File: config.mk
export PLATFORM = sky130hd
export DESIGN_NAME = uart_hex_tx
export DESIGN_NICKNAME = d
export VERILOG_FILES = /design/src/rtl/uart_hex_tx.sv
export SDC_FILE = /design/constraint.sdc
export NUM_CORES = 1
export LEC_CHECK = 0
export CORE_ASPECT_RATIO = 1.5
export CORE_MARGIN = 2
export CORE_UTILIZATION = 40
export CTS_BUF_LIST = sky130_fd_sc_hd__clkbuf_16
export DETAILED_ROUTE_END_ITERATION = 8
export PLACE_DENSITY = 0.58
export SYNTH_ARGS = -nofsm -noshare
export SYNTH_HDL_FRONTEND = slang
export SYNTH_SLANG_ARGS = --single-unit
export TNS_END_PERCENT = 10
File: constraint.sdc
create_clock -name clk -period 2.8 [get_ports clk]
set_clock_uncertainty 0.15 [all_clocks]
set_input_delay 0.56 -clock clk [delete_from_list [all_inputs] [get_ports clk]]
set_output_delay 0.56 -clock clk [all_outputs]
set_load 0.01 [all_outputs]
File: src/rtl/uart_hex_tx.sv
// Byte-to-ASCII-hex UART transmitter: buffers bytes in a small FIFO and sends
// each one as two uppercase hex characters followed by CR LF on an 8N1 line.
module uart_hex_tx #(
    parameter int unsigned CLKS_PER_BIT = 10417,
    parameter int unsigned FIFO_DEPTH   = 4
) (
    input  logic       clk,
    input  logic       reset,
    input  logic [7:0] in_data,
    input  logic       in_valid,
    output logic       serial_out,
    output logic       busy,
    output logic       full,
    output logic       overflow
);

    localparam int unsigned AW = (FIFO_DEPTH > 1) ? $clog2(FIFO_DEPTH) : 1;
    localparam int unsigned CW = $clog2(CLKS_PER_BIT);

    typedef enum logic [2:0] {IDLE, LOAD, START, DATA, STOP} state_t;

    state_t        state;
    logic [7:0]    mem [FIFO_DEPTH];
    logic [AW-1:0] wr_ptr, rd_ptr;
    logic [AW:0]   count;
    logic          push, pop, bit_end;
    logic [CW-1:0] cnt;
    logic [2:0]    bit_idx;
    logic [1:0]    chr_idx;
    logic [7:0]    shreg, byte_reg;

    function automatic logic [7:0] hex_ascii(input logic [3:0] n);
        return (n <= 4'd9) ? 8'h30 + {4'h0, n} : 8'h37 + {4'h0, n};
    endfunction

    function automatic logic [7:0] char_at(input logic [1:0] idx, input logic [7:0] b);
        case (idx)
            2'd0:    return hex_ascii(b[7:4]);
            2'd1:    return hex_ascii(b[3:0]);
            2'd2:    return 8'h0D;
            default: return 8'h0A;
        endcase
    endfunction

    assign full    = (count == (AW+1)'(FIFO_DEPTH));
    assign busy    = (count != '0) || (state != IDLE);
    // A strobe while full is dropped even if LOAD frees a slot on the same edge.
    assign push    = in_valid && !full;
    assign pop     = (state == LOAD);
    assign bit_end = (cnt == CW'(CLKS_PER_BIT - 1));

    always_ff @(posedge clk) begin
        if (push) mem[wr_ptr] <= in_data;
    end

    always_ff @(posedge clk or negedge reset) begin
        if (!reset) begin
            wr_ptr   <= '0;
            rd_ptr   <= '0;
            count    <= '0;
            overflow <= 1'b0;
        end else begin
            if (push) wr_ptr <= (wr_ptr == AW'(FIFO_DEPTH - 1)) ? '0 : wr_ptr + 1'b1;
            if (pop)  rd_ptr <= (rd_ptr == AW'(FIFO_DEPTH - 1)) ? '0 : rd_ptr + 1'b1;
            case ({push, pop})
                2'b10:   count <= count + 1'b1;
                2'b01:   count <= count - 1'b1;
                default: count <= count;
            endcase
            if (in_valid && full) overflow <= 1'b1;
        end
    end

    always_ff @(posedge clk or negedge reset) begin
        if (!reset) begin
            state      <= IDLE;
            serial_out <= 1'b1;
            cnt        <= '0;
            bit_idx    <= '0;
            chr_idx    <= '0;
            shreg      <= '0;
            byte_reg   <= '0;
        end else begin
            case (state)
                IDLE: begin
                    cnt <= '0;
                    if (count != '0) state <= LOAD;
                end
                LOAD: begin
                    byte_reg   <= mem[rd_ptr];
                    shreg      <= hex_ascii(mem[rd_ptr][7:4]);
                    chr_idx    <= '0;
                    cnt        <= '0;
                    serial_out <= 1'b0;
                    state      <= START;
                end
                START: begin
                    if (bit_end) begin
                        cnt        <= '0;
                        serial_out <= shreg[0];
                        shreg      <= shreg >> 1;
                        bit_idx    <= '0;
                        state      <= DATA;
                    end else begin
                        cnt <= cnt + 1'b1;
                    end
                end
                DATA: begin
                    if (bit_end) begin
                        cnt <= '0;
                        if (bit_idx == 3'd7) begin
                            serial_out <= 1'b1;
                            state      <= STOP;
                        end else begin
                            serial_out <= shreg[0];
                            shreg      <= shreg >> 1;
                            bit_idx    <= bit_idx + 1'b1;
                        end
                    end else begin
                        cnt <= cnt + 1'b1;
                    end
                end
                STOP: begin
                    if (bit_end) begin
                        cnt <= '0;
                        if (chr_idx == 2'd3) begin
                            state <= IDLE;
                        end else begin
                            chr_idx    <= chr_idx + 1'b1;
                            shreg      <= char_at(chr_idx + 2'd1, byte_reg);
                            serial_out <= 1'b0;
                            state      <= START;
                        end
                    end else begin
                        cnt <= cnt + 1'b1;
                    end
                end
                default: state <= IDLE;
            endcase
        end
    end

endmodule

# Yosys cells after proc, flatten, opt, wreduce, memory -nomap -nowiden
# Memories as Yosys holds them, arrays and structs flattened.
# Cells that the tools add are included.
[op_classes] add_sub_neg=13 mul=0 div=0 magnitude_cmp=3 eq_ne=21 shift=0 mux=37 n_bitwise=0 reduce_logical=20
[op_table] operator="$add A6 B4 Y7 const A" n=6
[op_table] operator="$mux W8" n=5
[op_table] operator="$pmux W8 S4" n=1
[op_table] operator="$pmux W14 S2" n=1
[op_table] operator="$mux W3" n=8
[op_table] operator="$mux W7" n=3
[op_table] operator="$pmux W7 S3" n=1
[op_table] operator="$pmux W3 S5" n=1
[op_table] operator="$add A14 B1 Y14 const B" n=1
[op_table] operator="$eq A14 B14 Y1 const B" n=1
[op_table] operator="$mux W14" n=1
[op_table] operator="$ne A2 B2 Y1 const B" n=7
[op_table] operator="$le A4 B4 Y1 const B" n=3
[op_table] operator="$pmux W3 S2" n=2
[op_table] operator="$eq A2 B2 Y1 const B" n=5
[op_table] operator="$mux W2" n=5
[op_table] operator="$reduce_and A5 Y1" n=2
[op_table] operator="$eq A3 B3 Y1 const B" n=3
[op_table] operator="$reduce_bool A2 Y1" n=4
[op_table] operator="$mux W1" n=7
[op_table] operator="$add A2 B1 Y2 const B" n=3
[op_table] operator="$add A3 B1 Y3 const B" n=2
[op_table] operator="$eq A3 B2 Y1 const B" n=2
[op_table] operator="$reduce_and A6 Y1" n=1
[op_table] operator="other kinds (16)" n=19
[totals] reg_bits=47 latch_bits=0 ram_bits=32 mem_bits_ro=0 input_bits=11 out_inout_bits=4 word_cells=106 mem_count=1
[memory_table] memory="mem" words=4 word_bits=8 read_ports=1 rd_ports_with_merged_regs=0 write_ports=1 line_no="23" rtl="logic [7:0] mem [FIFO_DEPTH];"

# Longest topological paths before layout
# Gate-level depths: netlist (run 1).
[logic_depth] word_depth=6 depth_mapped=11 ltp_nobuf=10

# Worst setup path before layout (run 1)
# No wires, ideal clock.
[synth_path] path_type="reg2reg" start="register state[0]" end="register count[2]" setup_time_ps=79 arrival_time_ps=2539 t_required_ps=2571 slack_ps=31 stages_incl_launch_ff=12 path_buffers=3 synth_period_minus_slack_ps=2769 cell_sequence="dfrtp_1 > buf_2 > or3b_2 > clkbuf_1 > clkinv_1 > clkbuf_1 > ha_1 > inv_1 > fa_1 > xor2_1 > nor2_1 > xor2_1"
[synth_via] elab_chain_len=3 word_cells_on_any_way=5 cone_classes="eq/ne: 3; mux: 1; reduce/logical: 1"
[synth_rtl] item="start, declared" line_no="22" rtl="state_t state;"
[synth_rtl] item="start signal, assigned" line_no="76" rtl="state <= IDLE;"
[synth_rtl] item="start signal, assigned" line_no="87" rtl="if (count != '0) state <= LOAD;"
[synth_rtl] item="start signal, assigned" line_no="95" rtl="state <= START;"
[synth_rtl] item="$eq A3 B1 Y1 (*)" line_no="49" rtl="assign pop = (state == LOAD);"
[synth_rtl] item="$eq A2 B1 Y1 or $eq A2 B2 Y1 (tied branches)" line_no="65" rtl="case ({push, pop})"
[synth_rtl] item="$pmux W3 S2 or $reduce_bool A2 Y1 (tied branches)"
[synth_rtl] item="end signal, assigned" line_no="66" rtl="2'b10: count <= count + 1'b1;"
[synth_rtl] item="end signal, assigned" line_no="67" rtl="2'b01: count <= count - 1'b1;"
[synth_rtl] item="end signal, assigned" line_no="68" rtl="default: count <= count;"
[synth_rtl] item="end, declared" line_no="25" rtl="logic [AW:0] count;"
# Every way passes the cells marked *; elsewhere a longest branch is shown, timed or not.
# A chain may end at the register's enable or synchronous reset.

# Worst setup path in the final report (run 1)
[layout_path] start="register state[1]" end="output port busy"
[layout_via] elab_chain_len=2
[layout_rtl] item="$reduce_bool A3 Y1" line_no="46" rtl="assign busy = (count != '0) || (state != IDLE);"
[layout_rtl] item="$logic_or A1 B1 Y1" line_no="46"
[layout_rtl] item="end, declared" line_no="12" rtl="output logic busy,"
# Every way passes these cells.

==> results.ini, run 1 <==
[place]
io_buffer_count = 14
placed_cells = 480
gp_congestion = 0.7999
dp_hpwl_um = 5600
place_area_sq_mm = 0.004243
dp_slack_ns = 0.2476

[sta]
grt_setup_unrepaired = no
worstMarginPinSlew_ns = 0.5994
slew_headroom_pct = 59.73
finalCritPeriodShare_pct = 91.77
period_needed_ns = 2.570
finalSetupViolCount = 0
drv_slew = 0
fmax_mhz = 389.2
fin_setup_tns_ns = 0
setup_ws_ns = 0.2303
hold_viol_final = 0

[finish]
syn2layout_area_growth_pct = 16.80
layout_common_cells = dfrtp_1 (45), nand2_1 (42), edfxtp_1 (32)
finalInstanceArea_sq_mm = 0.004584
nNetsFinal = 408
multi_input_area_sq_mm = 0.001680
regArea_sq_mm = 0.002113
antenna-diode-count = 0
layout_commonest_cell = dfrtp_1
layout-drive-gt1-share_pct = 13.65
fillCellCount = 879
final_cells = 496
largest_reg_flops = 32

[setup_path]
slowest_delay_ns = 0.48
cp-start-kind = flop
path_cells = nor2_2, nand2_1, nor3_1, inv_1, clkdlybuf4s50_1
cp_slowest_cell = clkdlybuf4s50_1
worstPathMaxFanout = 6
worstSetupEndpointType = output pin
crit_arrival_ns = 1.86
crit_buf_inv = 2
critical_path_required_ns = 2.09
critPathKind = reg -> out
critPathTopFamily = simple AND/OR/NAND/NOR gates

[route]
wire_per_inst_um = 15.48
viasPerCell = 5.264
first_pass_iters = 4
route.detailed.drc = 0
ant_nets = 0
drt_iter0_markers = 123
vias = 2611
wirelength_um = 7680

[logic_synthesis]
syn-cell-area_sq_mm = 0.003925
yosysSeqAreaShare_pct = 53.84
synth_fp_nets = 381
synthTopCellsByArea = dfrtp_1 (29%), edfxtp_1 (24%), ha_1 (6.4%)
syn_area_per_cell_sq_um = 11.25
syn_inst = 349
yosysTopAreaCell = dfrtp_1
ys.warnings.count = 0
ys_seq_elements = 78
synth-edff-count = 32
synth_top_cell_area_share_pct = 28.69
async_flop_share_pct = 58.97
synth_ff_type = dfrtp_1
synth.distinct_cells = 58

[outcome]
outcome = finished, final reports clean

[clocking]
cts_sinks = 78
numCtsBuffers = 9
clock_latency_ns = 0.32
path_clk_slew_ns = 0.06
cts_setup_buffers = 0
clockBufferDepth = 2
cts.htree.levels = 3
cts-root-buf = clkbuf_16
cts_tree = built

[floorplanning]
coreArea_sq_mm = 0.009634
top_level_ports = 15
start_util_pct = 40.74
dieArea_sq_mm = 0.01064
rows = 44
die_w_um = 84.88
die_height_um = 125.3

[global_routing]
grt_max_degree = 47
grt_pass1_vias = 2768
globalRoute.totalOverflow = 0
antenna_found_initial = 0
grt_pass1_wl_um = 13360
grt_usage_pct = 15.93

[pwr]
p_leak_nw = 1.931
peakVddDrop_mv = 0.4097
cellPowerDensity_mw_per_mm2 = 853.1

[job]
cap_violations = 0

[min_path]
hp-class = in -> async

power by group:
part / total [mW] / leakage [nW] / switching, mW / internal (mW)
logic: 0.946 / 0.897 / 0.515 / 0.432
clock network: 1.30 / 0.164 / 0.435 / 0.865
registers: 1.66 / 0.870 / 0.191 / 1.47
synthesized netlist by cell type (6+ instances only):
library cell / number
a21oi_1: 9
and3_1: 10
clkbuf_1: 6
dfrtp_1: 45
edfxtp_1: 32
ha_1: 20
inv_1: 23
mux4_2: 7
nand2_1: 42
nand3_1: 9
nor2_1: 28
nor3_1: 6
o21ai_0: 24
xnor2_1: 10
cell families after synthesis:
logic type / Yosys count / share of synthesized area (%)
compound gates: 72 / 12.40
simple gates: 119 / 14.98
fa+ha+maj: 21 / 6.886
xor+xnor: 15 / 3.347
mux: 11 / 5.132
buf+inv: 33 / 3.411
flops: 78 / 53.84
worst register-to-register path, delay by kind of cell (launching register included):
family / cells / cell delay (ns)
AOI/OAI and AO/OA: 4 / 0.94
muxes: 1 / 0.60
DFF: 1 / 0.45
adders and majority gates: 1 / 0.24
layer usage:
metal	routed length, um	part of all wire, %	track usage, %
met5	0	0	0
met4	87	1.1	5.322
met3	164	2.1	3.432
met2	4233	55	28.44
met1	3195	42	18.78
cell type report:
class,instances,area share [%]
Clock inverter,7,2.484
Timing Repair Buffer,25,4.749
Inverter,24,1.965
Tap cell,115,3.139
Sequential cell,78,46.10
Clock buffer,9,4.913
Multi-Input combinational cell,238,36.65
stage by stage:
stage	hold slack, ns	total power, mW	utilization [%]
floorplan	0.1144	2.324	-
global placement	0.2890	2.590	44.04
detailed placement	0.2967	2.636	44.04
CTS	0.2006	3.958	47.56
global route	0.2346	4.168	47.58
finish	0.1840	3.911	47.58
worst paths after layout:
path                                  startpoint                     end  slack [ns]  depth (start not counted)
hold / removal                             reset  chr_idx[1]$_DFFE_PN0P_        0.18                          2
setup / recovery            state[1]$_DFFE_PN0P_                    busy        0.23                          5
min in group clk            overflow$_DFFE_PN0P_    overflow$_DFFE_PN0P_        0.31                          1
setup reg to reg           rd_ptr[0]$_DFFE_PN0P_    shreg[4]$_DFFE_PN0P_        0.30                          6
hold reg to reg             overflow$_DFFE_PN0P_    overflow$_DFFE_PN0P_        0.31                          1
max in group asynchronous                  reset    shreg[3]$_DFFE_PN0P_        1.91                          2
timing repair:
action                                  4_1_cts  5_1_grt
resized for setup                             0        1
hold buffers                                  0        0
endpoints found under the setup margin        0        1
hold endpoints to repair                      0        0
No activity file was read; power rests on OpenSTA's default activity.
==> run 2, diff against run 1 <==
==> constraint.sdc (replaced) <==
create_clock -name clk -period 2.8 [get_ports clk]
set_clock_uncertainty 0.15 [all_clocks]
set_input_delay 0.56 -clock clk [delete_from_list [all_inputs] [get_ports clk]]
set_output_delay 0.56 -clock clk [all_outputs]
set_load 0.005 [all_outputs]
==> results.ini, run 2 (synthesis results as in run 1) <==
[outcome]
outcome = finished, final reports clean

[route]
first_pass_iters = 6  ; +2
vias = 2649  ; +1.5%
drt_iter0_markers = 80  ; -35%
viasPerCell = 5.330  ; +1.3%
ant_nets = 0  ; unchanged
wirelength_um = 7587  ; -1.2%
wire_per_inst_um = 15.27  ; -1.4%
route.detailed.drc = 0  ; unchanged

[finish]
final_util_pct = 47.13  ; -0.45 points
antenna-diode-count = 0  ; unchanged
nNetsFinal = 409  ; +0.25%
finalInstanceArea_sq_mm = 0.004541  ; -0.96%
layout_commonest_cell = dfrtp_1
layout-drive-gt1-share_pct = 14.14  ; +0.49 points
final_cells = 497  ; +0.20%
largest_reg_flops = 32  ; unchanged
layout_common_cells = dfrtp_1 (45), nand2_1 (42), edfxtp_1 (32)
syn2layout_area_growth_pct = 15.68

[sta]
worstMarginPinSlew_ns = 0.6080  ; +0.008571 ns
finalSetupViolCount = 0  ; unchanged
grt_setup_unrepaired = no
drv_slew = 0  ; unchanged
fin_setup_tns_ns = 0  ; unchanged
finalCritPeriodShare_pct = 89.41  ; -2.4 points
period_needed_ns = 2.503  ; -0.06618 ns
worst_hold_slack_ns = 0.1658  ; -0.01824 ns
fmax_mhz = 399.4  ; +2.6%
hold_viol_final = 0  ; unchanged
slew_headroom_pct = 59.47  ; -0.26 points

[place]
dp_hpwl_um = 5583  ; -0.30%
placed_cells = 481  ; +0.21%
io_buffer_count = 14  ; unchanged
place_area_sq_mm = 0.004250  ; +0.18%
gp_congestion = 0.7877  ; -1.5%

[floorplanning]
coreArea_sq_mm = 0.009634  ; unchanged
dieArea_sq_mm = 0.01064  ; unchanged
die_w_um = 84.88  ; unchanged
top_level_ports = 15  ; unchanged
die_height_um = 125.3  ; unchanged
rows = 44  ; unchanged
start_util_pct = 40.74  ; unchanged

[clocking]
path_clk_slew_ns = 0.06  ; about the same
holdBufCountCts = 0  ; unchanged
cts_sinks = 78  ; unchanged
cts-root-buf = clkbuf_16
cts_resized = 0  ; unchanged
clock_latency_ns = 0.33  ; about the same
numCtsBuffers = 9  ; unchanged
cts_tree = built
clockBufferDepth = 2  ; unchanged
cts.htree.levels = 3  ; unchanged
cts_setup_buffers = 0  ; unchanged

[min_path]
hp-class = in -> async

[global_routing]
grt_pass1_vias = 2796  ; +1.0%
grt_usage_pct = 15.89  ; -0.036 points
antenna_found_initial = 0  ; unchanged
grt_max_degree = 47  ; unchanged
grt_pass1_wl_um = 13250  ; -0.82%
globalRoute.totalOverflow = 0  ; unchanged

[setup_path]
crit_arrival_ns = 1.79  ; -0.07 ns
critical_path_required_ns = 2.09  ; about the same
critPathKind = reg -> out
worstSetupEndpointType = output pin
cp-start-kind = flop
worstPathMaxFanout = 6  ; unchanged

[job]
cap_violations = 0  ; unchanged

[pwr]
p_leak_nw = 1.913  ; -0.92%
cellPowerDensity_mw_per_mm2 = 818.3  ; -4.1%
peakVddDrop_mv = 0.4512  ; +10%

## run 2: cell types whose count changed in the layout (fill, tap and decap cells not counted), sizes merged
cell / previous run / this run
inv: 24 / 23
buf: 12 / 13
bufinv: 3 / 1
clkinvlp: 1 / 2
clkinv: 3 / 5
## run 2: area by class of cell
cell class / count / area, sq um
Clock buffer: 9 / 225.2
Clock inverter: 7 / 65.06
Fill cell: 892 / 5094
Inverter: 24 / 90.09
Multi-Input combinational cell: 238 / 1678
Sequential cell: 78 / 2113
Tap cell: 115 / 143.9
Timing Repair Buffer: 26 / 225.2
## run 2: routing by layer
layer / vias to the layer above / global-route usage (%) / wire length, um
li1: 1306 / - / -
met1: 1298 / 17.45 / 3138
met2: 33 / 28.76 / 4114
met3: 12 / 4.092 / 180
met4: 0 / 6.349 / 154
met5: - / 0 / 0
## run 2: metrics by stage
stage          total power [mW]  setup WS, ns
3_5_place_dp              2.623        0.2336
4_1_cts                   3.768        0.2846
6_report                  3.716        0.2965
2_1_floorplan             2.317       0.03149
3_3_place_gp              2.582        0.3000
5_1_grt                   3.977       0.04872
## run 2: path summary, 6_finish.rpt
kind,startpoint,slack [ns],cells after the start,endpoint
max,state[1]$_DFFE_PN0P_,0.30,5,busy
min,reset,0.17,2,count[0]$_DFFE_PN0P_
max reg2reg,rd_ptr[0]$_DFFE_PN0P_,0.31,7,shreg[0]$_DFFE_PN0P_
min reg2reg,overflow$_DFFE_PN0P_,0.30,1,overflow$_DFFE_PN0P_
max in group asynchronous,reset,1.91,2,chr_idx[1]$_DFFE_PN0P_
min in group clk,overflow$_DFFE_PN0P_,0.30,1,overflow$_DFFE_PN0P_
## run 2: critical path, cell delays in order (launching register included)
cell and delay [ns]:
dfrtp_1 0.43, nor2_1 0.16, nand2_1 0.07, nor3_1 0.26
inv_1 0.09, clkdlybuf4s50_1 0.45
## run 2: where the power goes
group          total, mW  internal [mW]  leakage [nW]  switching [mW]
sequential          1.65           1.47         0.870           0.182
clock               1.12          0.683         0.141           0.441
combinational      0.937          0.431         0.903           0.507
==> run 3, diff against run 2 <==
--- a/config.mk
+++ b/config.mk
@@ -5,7 +5,7 @@
 export SDC_FILE = /design/constraint.sdc
 export NUM_CORES = 1
 export LEC_CHECK = 0
-export CORE_ASPECT_RATIO = 1.5
+export CORE_ASPECT_RATIO = 0.5
 export CORE_MARGIN = 2
 export CORE_UTILIZATION = 40
 export CTS_BUF_LIST = sky130_fd_sc_hd__clkbuf_16
==> results.ini, run 3 (synthesis results as in run 1) <==
[outcome]
outcome = finished, final reports clean

[route]
wl_met1_um = 3502  ; +12%
wire_per_inst_um = 14.51  ; -5.0%
first_pass_iters = 4  ; -2
wirelength_um = 7471  ; -1.5%
vias = 2633  ; -0.60%
drt_iter0_markers = 171  ; +110%
wl_met2_um = 3564  ; -13%
top_layer = met4
dr_wl_met3_um = 296  ; +64%
route.detailed.drc = 0  ; unchanged
ant_nets = 0  ; unchanged
viasPerCell = 5.113  ; -4.1%

[place]
dp_hpwl_um = 5308  ; -4.9%
dp_slack_ns = 0.2097  ; -0.02388 ns
gp_congestion = 0.8623  ; +9.5%
io_buffer_count = 14  ; unchanged
placed_cells = 499  ; +3.7%

[setup_path]
crit_arrival_ns = 1.91  ; +0.12 ns
worstPathMaxFanout = 10  ; +4
worstSetupEndpointType = output pin
critical_path_required_ns = 2.09  ; about the same
cp-start-kind = flop
critPathKind = reg -> out
reg2reg_depth = 6  ; -1

[floorplanning]
start_util_pct = 41.41  ; +0.67 points
dieArea_sq_mm = 0.01067  ; +0.30%
coreArea_sq_mm = 0.009478  ; -1.6%
die_w_um = 144.1  ; +70%
die_height_um = 74.05  ; -41%
top_level_ports = 15  ; unchanged
rows = 25  ; -43%

[finish]
final_cells = 515  ; +3.6%
layout-drive-gt1-share_pct = 13.42  ; -0.72 points
syn2layout_area_growth_pct = 16.77
nNetsFinal = 407  ; -0.49%
largest_reg_flops = 32  ; unchanged
antenna-diode-count = 0  ; unchanged
layout_common_cells = dfrtp_1 (45), nand2_1 (42), edfxtp_1 (32)
layout_commonest_cell = dfrtp_1

[sta]
finalSetupViolCount = 0  ; unchanged
finalCritPeriodShare_pct = 93.50  ; +4.1 points
fin_setup_tns_ns = 0  ; unchanged
setup_ws_ns = 0.1821  ; -0.1144 ns
period_needed_ns = 2.618  ; +0.1144 ns
hold_viol_final = 0  ; unchanged
slew_headroom_pct = 60.17  ; +0.70 points
grt_setup_unrepaired = no
fmax_mhz = 382.0  ; -4.4%
drv_slew = 0  ; unchanged
worstMarginPinSlew_ns = 0.5975  ; -0.01050 ns

[clocking]
holdBufCountCts = 0  ; unchanged
clock_latency_ns = 0.34  ; about the same
cts_sinks = 78  ; unchanged
cts-root-buf = clkbuf_16
cts_tree = built
path_clk_slew_ns = 0.06  ; about the same
numCtsBuffers = 9  ; unchanged
cts_setup_buffers = 0  ; unchanged
cts_resized = 0  ; unchanged
cts.htree.levels = 3  ; unchanged
clockBufferDepth = 2  ; unchanged

[global_routing]
grt_pass1_vias = 2676  ; -4.3%
grt_pass1_wl_um = 12740  ; -3.9%
grt_usage_pct = 15.77  ; -0.12 points
globalRoute.totalOverflow = 0  ; unchanged
grt_max_degree = 47  ; unchanged
antenna_found_initial = 0  ; unchanged

[pwr]
cellPowerDensity_mw_per_mm2 = 835.9  ; +2.2%
peakVddDrop_mv = 0.4239  ; -6.1%
total_power_mw = 3.831  ; +3.1%
p_leak_nw = 1.921  ; +0.39%

[job]
cap_violations = 0  ; unchanged

[min_path]
hp-class = in -> async

## run 3: cell type report
type                       instances  area [sq um]
multi-input combinational        238          1678
clock buffer                       9         225.2
inverter                          24         90.09
fill                             847          4895
clock inverter                     7         97.59
sequential                        78          2113
timing repair buffer              24         210.2
tap                              135         168.9
## run 3: routing by layer
metal	vias to the layer above	GRT usage (%)
li1	1298	-
met5	-	0
met4	0	6.100
met2	58	26.03
met1	1269	20.39
met3	8	4.121
## run 3: power by group
part | switching, mW | internal (mW) | total [mW]
Sequential | 0.197 | 1.47 | 1.67
Combinational | 0.491 | 0.422 | 0.913
Clock | 0.465 | 0.783 | 1.25
Total | 1.15 | 2.68 | 3.83
## run 3: through the flow
step | util [%] | area (sq um) | hold WS [ns]
after floorplan | - | 3925 | 0.1144
after global placement | 44.95 | 4260 | 0.2867
after detailed placement | 44.95 | 4260 | 0.2935
after CTS | 48.36 | 4583 | 0.1793
after global routing | 48.36 | 4583 | 0.2098
final | 48.36 | 4583 | 0.1552
## run 3: critical path, stage by stage, from the launching register on
cell and delay, ns:
dfrtp_1 0.49, nor2_1 0.29, nand2_1 0.09, nor3_1 0.20
inv_1 0.07, clkdlybuf4s50_1 0.45
## run 3: worst paths after layout
check                                      start                    end  slack [ns]
min in group clk            overflow$_DFFE_PN0P_   overflow$_DFFE_PN0P_        0.30
min                                        reset  rd_ptr[0]$_DFFE_PN0P_        0.16
max reg2reg                rd_ptr[0]$_DFFE_PN0P_   shreg[4]$_DFFE_PN0P_        0.32
min reg2reg                 overflow$_DFFE_PN0P_   overflow$_DFFE_PN0P_        0.30
max                         state[0]$_DFFE_PN0P_                   busy        0.18
max in group asynchronous                  reset     cnt[0]$_DFFE_PN0P_        1.93
